$ cat src/rtl/player_pkg.sv
// Shared constants for the player controller: game state codes, sprite frame codes,
// facing directions and playfield geometry.
package player_pkg;

  localparam int unsigned FIELD_W = 320;
  localparam int unsigned FIELD_H = 240;
  localparam int unsigned SPR     = 20;
  localparam int unsigned MAX_X   = FIELD_W - SPR;
  localparam int unsigned MAX_Y   = FIELD_H - SPR;
  localparam int unsigned COORD_W = 9;
  localparam int unsigned GS_W    = 4;
  localparam int unsigned FRAME_W = 4;

  typedef enum logic [GS_W-1:0] {
    TITLE    = 4'd0,
    STAGE1   = 4'd1,
    STAGE2   = 4'd2,
    STAGE3   = 4'd3,
    SUCCESS1 = 4'd4,
    SUCCESS2 = 4'd5,
    SUCCESS3 = 4'd6,
    WIN      = 4'd7,
    FAIL     = 4'd8
  } game_state_e;

  typedef enum logic [FRAME_W-1:0] {
    UP1, UP2, UP3, RIGHT1, RIGHT2, RIGHT3,
    LEFT1, LEFT2, LEFT3, DOWN1, DOWN2, DOWN3
  } frame_e;

  typedef enum logic [1:0] {FACE_UP, FACE_RIGHT, FACE_LEFT, FACE_DOWN} facing_e;

  function automatic logic is_stage(logic [GS_W-1:0] s);
    return (s == STAGE1) || (s == STAGE2) || (s == STAGE3);
  endfunction

  // Walk cycle: phase 0,1,2,3 shows frame offsets 1,0,2,0
  function automatic logic [1:0] phase_offset(logic [1:0] ph);
    case (ph)
      2'd0:    return 2'd1;
      2'd2:    return 2'd2;
      default: return 2'd0;
    endcase
  endfunction

  function automatic logic [FRAME_W-1:0] frame_of(facing_e f, logic [1:0] off);
    return FRAME_W'({2'b00, f} * 4'd3 + {2'b00, off});
  endfunction

endpackage

$ cat src/rtl/player_ctrl_tick_gen.sv
// Free-running divider producing a registered one-cycle pulse each DIV clocks.
module tick_gen #(
  parameter int unsigned DIV = 1_000_000
) (
  input  logic clk,
  input  logic rst_n,
  output logic tick
);

  localparam int unsigned CW = (DIV > 1) ? $clog2(DIV) : 1;
  localparam logic [CW-1:0] LAST = CW'(DIV - 1);

  logic [CW-1:0] cnt_q, cnt_d;
  logic          tick_q, tick_d;

  always_comb begin
    cnt_d  = cnt_q + CW'(1);
    tick_d = 1'b0;
    if (cnt_q == LAST) begin
      cnt_d  = '0;
      tick_d = 1'b1;
    end
  end

  always_ff @(posedge clk or negedge rst_n) begin
    if (!rst_n) begin
      cnt_q  <= '0;
      tick_q <= 1'b0;
    end else begin
      cnt_q  <= cnt_d;
      tick_q <= tick_d;
    end
  end

  assign tick = tick_q;

endmodule

$ cat src/rtl/player_ctrl.sv
// Player position, clamping and walk animation, stepped on an internal move tick.
// Optional PLAYER_SPRINT_EN: key_sprint doubles the step and the animation rate.
module player_ctrl
  import player_pkg::*;
#(
  parameter int unsigned TICK_DIV = 1_000_000,
  parameter int unsigned STEP     = 2,
  parameter int unsigned ANIM_DIV = 8,
  parameter int unsigned START_X  = 150,
  parameter int unsigned START_Y  = 200
) (
  input  logic                clk,
  input  logic                rst_n,
  input  logic [GS_W-1:0]     state,
  input  logic                key_up,
  input  logic                key_down,
  input  logic                key_left,
  input  logic                key_right,
  input  logic                key_sprint,
  output logic [COORD_W-1:0]  player_x,
  output logic [COORD_W-1:0]  player_y,
  output logic [FRAME_W-1:0]  player_state,
  output logic                moving
);

  localparam int unsigned ACW = $clog2(ANIM_DIV + 2);
  localparam logic [COORD_W:0]   STEP1  = (COORD_W+1)'(STEP);
  localparam logic [COORD_W:0]   MAXX10 = (COORD_W+1)'(MAX_X);
  localparam logic [COORD_W:0]   MAXY10 = (COORD_W+1)'(MAX_Y);
  localparam logic [COORD_W-1:0] X0     = COORD_W'(START_X);
  localparam logic [COORD_W-1:0] Y0     = COORD_W'(START_Y);
  localparam logic [ACW-1:0]     ADIV   = ACW'(ANIM_DIV);

  logic                tick_p;
  logic [COORD_W-1:0]  x_q, x_d, y_q, y_d;
  logic [FRAME_W-1:0]  frame_q, frame_d;
  logic                moving_q, moving_d;
  facing_e             face_q, face_d;
  logic [1:0]          phase_q, phase_d;
  logic [ACW-1:0]      anim_q, anim_d, anim_sum;
  logic [GS_W-1:0]     prev_state_q, prev_state_d;
  logic [COORD_W:0]    step_c;
  logic [ACW-1:0]      anim_inc_c;
  logic                entry_c, dir_vld;
  facing_e             dir;

  tick_gen #(.DIV(TICK_DIV)) u_tick_gen (
    .clk  (clk),
    .rst_n(rst_n),
    .tick (tick_p)
  );

`ifdef PLAYER_SPRINT_EN
  localparam logic [COORD_W:0] STEP2 = (COORD_W+1)'(2 * STEP);
  assign step_c     = key_sprint ? STEP2 : STEP1;
  assign anim_inc_c = key_sprint ? ACW'(2) : ACW'(1);
`else
  logic unused_sprint;
  assign unused_sprint = key_sprint;
  assign step_c        = STEP1;
  assign anim_inc_c    = ACW'(1);
`endif

  // Saturating coordinate move: clamp to max going up, to zero going down
  function automatic logic [COORD_W-1:0] bump(logic [COORD_W-1:0] c, logic inc,
                                               logic [COORD_W:0] st, logic [COORD_W:0] mx);
    logic [COORD_W:0] c10;
    logic [COORD_W:0] s;
    c10 = {1'b0, c};
    s   = c10 + st;
    if (inc) return (s > mx) ? mx[COORD_W-1:0] : s[COORD_W-1:0];
    return (c10 < st) ? '0 : COORD_W'(c10 - st);
  endfunction

  assign entry_c = is_stage(state) && (state != prev_state_q);

  // Opposing keys cancel per axis, then up > down > left > right
  always_comb begin
    dir_vld = 1'b1;
    dir     = FACE_UP;
    if (key_up && !key_down)          dir = FACE_UP;
    else if (key_down && !key_up)     dir = FACE_DOWN;
    else if (key_left && !key_right)  dir = FACE_LEFT;
    else if (key_right && !key_left)  dir = FACE_RIGHT;
    else                              dir_vld = 1'b0;
  end

  always_comb begin
    x_d          = x_q;
    y_d          = y_q;
    frame_d      = frame_q;
    moving_d     = moving_q;
    face_d       = face_q;
    phase_d      = phase_q;
    anim_d       = anim_q;
    prev_state_d = state;
    anim_sum     = anim_q + anim_inc_c;
    if (entry_c) begin
      x_d      = X0;
      y_d      = Y0;
      frame_d  = UP1;
      moving_d = 1'b0;
      face_d   = FACE_UP;
      phase_d  = 2'd0;
      anim_d   = '0;
    end else if (!is_stage(state)) begin
      moving_d = 1'b0;
    end else if (tick_p) begin
      if (!dir_vld) begin
        moving_d = 1'b0;
        phase_d  = 2'd0;
        anim_d   = '0;
        frame_d  = frame_of(face_q, 2'd0);
      end else begin
        moving_d = 1'b1;
        face_d   = dir;
        case (dir)
          FACE_UP:    y_d = bump(y_q, 1'b0, step_c, MAXY10);
          FACE_DOWN:  y_d = bump(y_q, 1'b1, step_c, MAXY10);
          FACE_LEFT:  x_d = bump(x_q, 1'b0, step_c, MAXX10);
          default:    x_d = bump(x_q, 1'b1, step_c, MAXX10);
        endcase
        if (anim_sum >= ADIV) begin
          anim_d  = '0;
          phase_d = phase_q + 2'd1;
        end else begin
          anim_d  = anim_sum;
        end
        frame_d = frame_of(dir, phase_offset(phase_d));
      end
    end
  end

  always_ff @(posedge clk or negedge rst_n) begin
    if (!rst_n) begin
      x_q          <= X0;
      y_q          <= Y0;
      frame_q      <= UP1;
      moving_q     <= 1'b0;
      face_q       <= FACE_UP;
      phase_q      <= 2'd0;
      anim_q       <= '0;
      prev_state_q <= TITLE;
    end else begin
      x_q          <= x_d;
      y_q          <= y_d;
      frame_q      <= frame_d;
      moving_q     <= moving_d;
      face_q       <= face_d;
      phase_q      <= phase_d;
      anim_q       <= anim_d;
      prev_state_q <= prev_state_d;
    end
  end

  assign player_x     = x_q;
  assign player_y     = y_q;
  assign player_state = frame_q;
  assign moving       = moving_q;

endmodule

$ cat config.mk
export PLATFORM = sky130hd
export DESIGN_NAME = player_ctrl
export DESIGN_NICKNAME = d
export VERILOG_FILES = /design/src/rtl/player_pkg.sv /design/src/rtl/player_ctrl_tick_gen.sv /design/src/rtl/player_ctrl.sv
export SDC_FILE = /design/constraint.sdc
export NUM_CORES = 1
export LEC_CHECK = 0
export BUFFER_PORTS_ARGS = -buffer_cell sky130_fd_sc_hd__buf_4
export CAP_MARGIN = 20
export CORE_MARGIN = 2
export CORE_UTILIZATION = 46
export DETAILED_ROUTE_END_ITERATION = 7
export PLACE_DENSITY = 0.65
export SLEW_MARGIN = 20
export SYNTH_ARGS = -nofsm -noshare
export SYNTH_HDL_FRONTEND = slang
export SYNTH_SLANG_ARGS = --single-unit
$ cat constraint.sdc
create_clock -name clk -period 5.5 [get_ports clk]
set_input_delay 1.1 -clock clk [delete_from_list [all_inputs] [get_ports clk]]
set_output_delay 1.1 -clock clk [all_outputs]
set_load 0.1 [all_outputs]
==> results of run 1 <==
## stage by stage
step	setup slack, ns	hold slack, ns
floorplan	2.19	0.446
global placement	1.95	0.466
detailed placement	1.91	0.464
CTS	2.25	0.484
global route	2.09	0.507
finish	2.22	0.487
## sequential cells by signal (all words and copies together) (netlist names)
| signal | count |
|---|---|
| moving | 1 |
| u_tick_gen.cnt_q | 20 |
| player_x | 8 |
| prev_state_q | 4 |
| u_tick_gen.tick | 1 |
| player_y | 8 |
| player_state | 4 |
| anim_q | 4 |
| face_q | 2 |
| phase_q | 2 |
## worst max-delay path, delay by kind of cell
kind	cells	cell delay (ns)
AO/OA/AOI/OAI	4	1.00
AND/OR/NAND/NOR	2	0.25
adder cells (fa/ha/maj)	3	0.82
buffers and inverters	2	0.27
## cells in the mapped netlist (all sizes together), types with 3 or more instances
cell type  count
dfrtp         47
or2            5
o41ai          3
a211oi         5
and2           4
clkbuf         4
inv           23
a31oi          8
ha            15
nand2b         6
o32a           3
o211ai         3
nor2          35
buf           16
o21a           3
or3            4
a22oi          3
nand3         26
a21o           6
o31ai          6
o21ai         21
and3           7
mux2i          4
and4           4
nor4           7
xor2          15
a21oi         24
nor3          15
dfstp          7
xnor2         11
a32o           5
nand4          8
nand2         33
o22ai          6
## final timing paths
kind / startpoint / end / slack [ns] / cells after the start
max: key_left / player_y[4] / 2.22 / 11
min: u_tick_gen.cnt_q[4] / u_tick_gen.cnt_q[4] / 0.49 / 1
max reg2reg: anim_q[0] / player_state[2] / 2.64 / 12
min reg2reg: u_tick_gen.cnt_q[4] / u_tick_gen.cnt_q[4] / 0.49 / 1
max in group asynchronous: rst_n / u_tick_gen.cnt_q[7] / 4.21 / 1
min in group asynchronous: rst_n / player_x[5] / 0.82 / 1
## layout make-up
cell class / instances / area (µm²) / area share, %
Clock buffer: 5 / 68.8 / 1.66
Timing Repair Buffer: 32 / 240 / 5.80
Sequential cell: 54 / 1360 / 32.8
Clock inverter: 3 / 48.8 / 1.18
Tap cell: 102 / 128 / 3.08
Inverter: 23 / 86.3 / 2.08
Multi-Input combinational cell: 331 / 2210 / 53.4
## where the power goes
| group | leakage (nW) | internal (mW) | switching, mW | total [mW] |
|---|---|---|---|---|
| registers | 0.703 | 0.427 | 0.0427 | 0.470 |
| logic | 0.996 | 0.112 | 0.286 | 0.398 |
| clock network | 0.0563 | 0.139 | 0.142 | 0.281 |
## routing by layer
layer	vias to the layer above	track usage [%]	part of all wire (%)
met3	9	4.31	4.7
met5	-	0	0
met4	0	4.47	0.89
li1	1609	-	-
met1	1570	28.6	48
met2	84	32.0	47
## cell families (layout without fill, tap and decap cells)
| kind of cell | after synthesis | in the layout |
|---|---|---|
| multiplexers | 5 | 5 |
| adder cells (fa/ha/maj) | 19 | 19 |
| AND/OR/NAND/NOR | 163 | 163 |
| AO/OA/AOI/OAI | 116 | 116 |
| buffers and inverters | 43 | 63 |
| XOR/XNOR | 26 | 26 |
| other | 1 | 2 |
| flip-flops | 54 | 54 |
==> results.cfg, run 1 <==
[critical_path]
worst-endpoint-arrival_ns = 3.45
end_kind = register
critical_path_class = input pin to register
crit_chain = buf_4 > ha_1 > maj3_1 > inv_1 > ha_1 > nor2_1 > a211o_1 > a21oi_2 > nand4_1 > o22ai_1 > a311oi_2
crit_fanout = 8
crit_path_top_delay_cell = maj3_1
cp-start-kind = input pin
critPathMostFrequentCell = ha_1
cp_slowest_stage_delay_ns = 0.44
worst_ep_required_time_ns = 5.67

[yosys]
ys_ff_latch = 54
synth_top_family_by_area = simple AND/OR/NAND/NOR gates
synth_xor_area_share_pct = 6.06
synth_area_mm2 = 0.00376
synth_top_area_share_pct = 31.3
ys.flop_type = dfrtp_1
synth-compound-area-share_pct = 21.7
seq_area_frac_synth_pct = 36.2
synth_cell_types = 70
synth-adder-area-share_pct = 6.59
synth-edff-count = 0
ys_top_cells_by_area = dfrtp_1 31%, ha_1 5.0%, dfstp_2 4.9%
synth_simple_gate_area_share_pct = 22.9
avgSynthCellArea_um2 = 8.81
syn_inst = 427
ys_warn_count = 0
synth_mux_area_share_pct = 1.36
yosysTopAreaCell = dfrtp_1
synth_async_sr_flop_share_pct = 100

[timing]
fmax_ghz = 0.305
setup_viol = 0
worstMarginPinSlew_ns = 0.802
relSlewSlack_pct = 46.5
rsz0062_at_grt = false
fin_tns_setup_ns = 0
hold_viol_final = 0
timing.final.crit_share_pct = 59.6
maxSlewViolCount = 0
worst_clock_skew_ns = 0.00875
fin_crit_ns = 3.28

[detailed_routing]
drcViolationCount = 0
ant_nets = 0
first_pass_iters = 4
dr.first_iter.drc_count = 162
num_vias = 3272
viasPerCell = 5.95
wl_um = 8540
routedWlPerCell_um = 15.5

[power]
powerDensity_mw_per_mm2 = 277
finalPower_mw = 1.15
vdd_drop_max_uv = 144
p_leak_nw = 1.76

[floorplanning]
fp.dieArea_mm2 = 0.00891
coreArea_mm2 = 0.00781
die_h_um = 94.4
dieWidth_um = 94.4
ioPinCount = 34
num_rows = 32
start_util_pct = 48.2

[final_layout]
layout_common_cells = 47 x dfrtp_1, 35 x nor2_1, 33 x nand2_1
nFillCells = 756
final_cell_area_mm2 = 0.00414
layout_commonest_cell = dfrtp_1
area_growth_pct = 10.2
nets = 475
stdcell_count = 550
fin_util_pct = 53.1
n_antenna_cell = 0
drive_gt1_share_pct = 14.7

[global_route]
grt_pass1_vias = 3053
grt_start_max_net_pins = 55
track_usage_pct = 20.2
gr-total-overflow = 0
antenna_found_initial = 0
grt_pass1_wl_um = 14400

[placement]
gp_congestion = 0.894
dp.cells = 542
dpl_cell_area_mm2 = 0.00403
port_buffers = 30
dpl.hpwl_um = 6100

[clock_tree]
cts_setup_buffers = 0
cts_root_buffer = clkbuf_8
cts_tree = built
htreeDepth = 2
numCtsBuffers = 5
clkTransAtPathRegs_ns = 0.11
worstSkewPairLatency_ns = 0.32
clockBufferDepth = 2
cts_hold_buf = 0
post_cts_resized = 0
cts_sinks = 54

[run]
drv_cap = 0

[outcome]
outcome = complete, no violations

[hold_path]
hp-class = register to register
Note: power is estimated with default switching activity, not from simulation.
==> run 2: changes to the inputs <==
Settings changed: PLACE_DENSITY 0.65 to 0.68.
Clock period 5.5 ns to 2.9 ns, I/O delays scaled along.
==> results.cfg, run 2 (same netlist as run 1, synthesis figures left out) <==
[critical_path]
end_kind = register
critical_path_class = register to register
rr_startpoint = anim_q[0]
worst_ep_required_time_ns = 3.13
ff2ff_setup_slack_ns = 0.25
crit_fanout = 4
crit_family = adder cells
worst-endpoint-arrival_ns = 2.88
path_buf_inv = 2
r2r_cells = 13
r2r_end = player_state[2]
cp_slowest_stage_delay_ns = 0.49
crit_chain = nand3_2 > xor2_2 > nor2_1 > nand2_1 > o21a_1 > fa_1 > inv_1 > ha_1 > inv_2 > fa_1 > nand2_1 > o21ai_1 > o31ai_1
cp-start-kind = register
crit_path_top_delay_cell = fa_1

[final_layout]
area_growth_pct = 13.6
largest_reg_flops = 20
layout_common_cells = 47 x dfrtp_1, 47 x buf_4, 35 x nor2_1
top_register = u_tick_gen.cnt_q
nets = 490
n_antenna_cell = 0
drive_gt1_share_pct = 18.1
fin_util_pct = 54.7
nFillCells = 712

[floorplanning]
ioPinCount = 34
start_util_pct = 48.2
die_h_um = 94.4
fp.dieArea_mm2 = 0.00891
num_rows = 32
coreArea_mm2 = 0.00781
dieWidth_um = 94.4

[clock_tree]
cts_tree = built
numCtsBuffers = 5
clkTransAtPathRegs_ns = 0.10
worstSkewPairLatency_ns = 0.32
clockBufferDepth = 2
cts_sinks = 54
cts_root_buffer = clkbuf_8
htreeDepth = 2

[timing]
setup_viol = 0
worstMarginPinSlew_ns = 0.742
hold_viol_final = 0
fin_hold_ws_ns = 0.297
fin_crit_ns = 2.65
relSlewSlack_pct = 50.2
worst_clock_skew_ns = 0.0102
fin_tns_setup_ns = 0
fmax_ghz = 0.378
rsz0062_at_grt = false
maxSlewViolCount = 0
timing.final.crit_share_pct = 91.2

[global_route]
grt_pass1_vias = 3116
antenna_found_initial = 0
track_usage_pct = 20.4
grt_start_max_net_pins = 55
gr-total-overflow = 0
grt_pass1_wl_um = 14700

[hold_path]
hp-class = input pin to async pin

[power]
powerDensity_mw_per_mm2 = 519
vdd_drop_max_uv = 294
p_leak_nw = 1.84

[outcome]
outcome = complete, no violations

[detailed_routing]
dr.first_iter.drc_count = 141
num_vias = 3308
viasPerCell = 5.85
wl_um = 8640
routedWlPerCell_um = 15.3
drcViolationCount = 0
first_pass_iters = 4
ant_nets = 0

[run]
drv_cap = 0

[placement]
gp_congestion = 0.917
dpl.hpwl_um = 6190
port_buffers = 30
[run 2: cell count changes in the layout (fill, tap and decap cells not counted), sizes merged]
| cell | delta |
|---|---|
| buf | +15 |
| clkinvlp | -1 |
| clkbuf | +1 |
[run 2: how the worst max path moves through the flow]
stage	startpoint	end	depth (start not counted)
after floorplan	key_left	player_state[2]	12
after global placement	key_left	player_state[2]	13
after detailed placement	key_left	player_state[2]	13
after CTS	anim_q[0]	player_state[2]	12
after global routing	anim_q[0]	player_state[2]	13
final	anim_q[0]	player_state[2]	13
[run 2: metal layers]
metal  global-route usage (%)  wire length (µm)
met5                        0                 0
met4                     4.47                76
met3                     2.87               369
met2                     33.5              4120
met1                     29.0              4080
[run 2: per-stage QoR]
| step | total power [mW] | std cells | cell area [µm²] | worst slack [ns] |
|---|---|---|---|---|
| after floorplan | 1.50 | 428 | 3760 | 0.115 |
| after global placement | 1.66 | 555 | 4120 | 0.00292 |
| after detailed placement | 1.67 | 555 | 4120 | -0.0440 |
| after CTS | 2.23 | 563 | 4250 | 0.0667 |
| after global routing | 2.33 | 565 | 4270 | 0.00570 |
| final | 2.22 | 565 | 4270 | 0.254 |
[run 2: where the power goes]
| group | internal, mW | leakage (nW) | switching [mW] |
|---|---|---|---|
| Clock | 0.285 | 0.0618 | 0.268 |
| Combinational | 0.223 | 1.07 | 0.551 |
| Sequential | 0.809 | 0.703 | 0.0830 |
| Total | 1.32 | 1.84 | 0.902 |
[run 2: layout make-up]
type / instances / area (µm²) / share of cell area, %
sequential: 54 / 1360 / 31.8
multi-input combinational: 331 / 2220 / 52.1
clock buffer: 6 / 82.6 / 1.93
inverter: 23 / 86.3 / 2.02
timing repair buffer: 47 / 353 / 8.26
clock inverter: 2 / 38.8 / 0.908
tap: 102 / 128 / 2.99
[run 2: repair_timing]
action,CTS,global route
setup endpoints to repair,0,1
gates resized for setup,0,4
hold buffers,0,0
buffers inserted,0,2
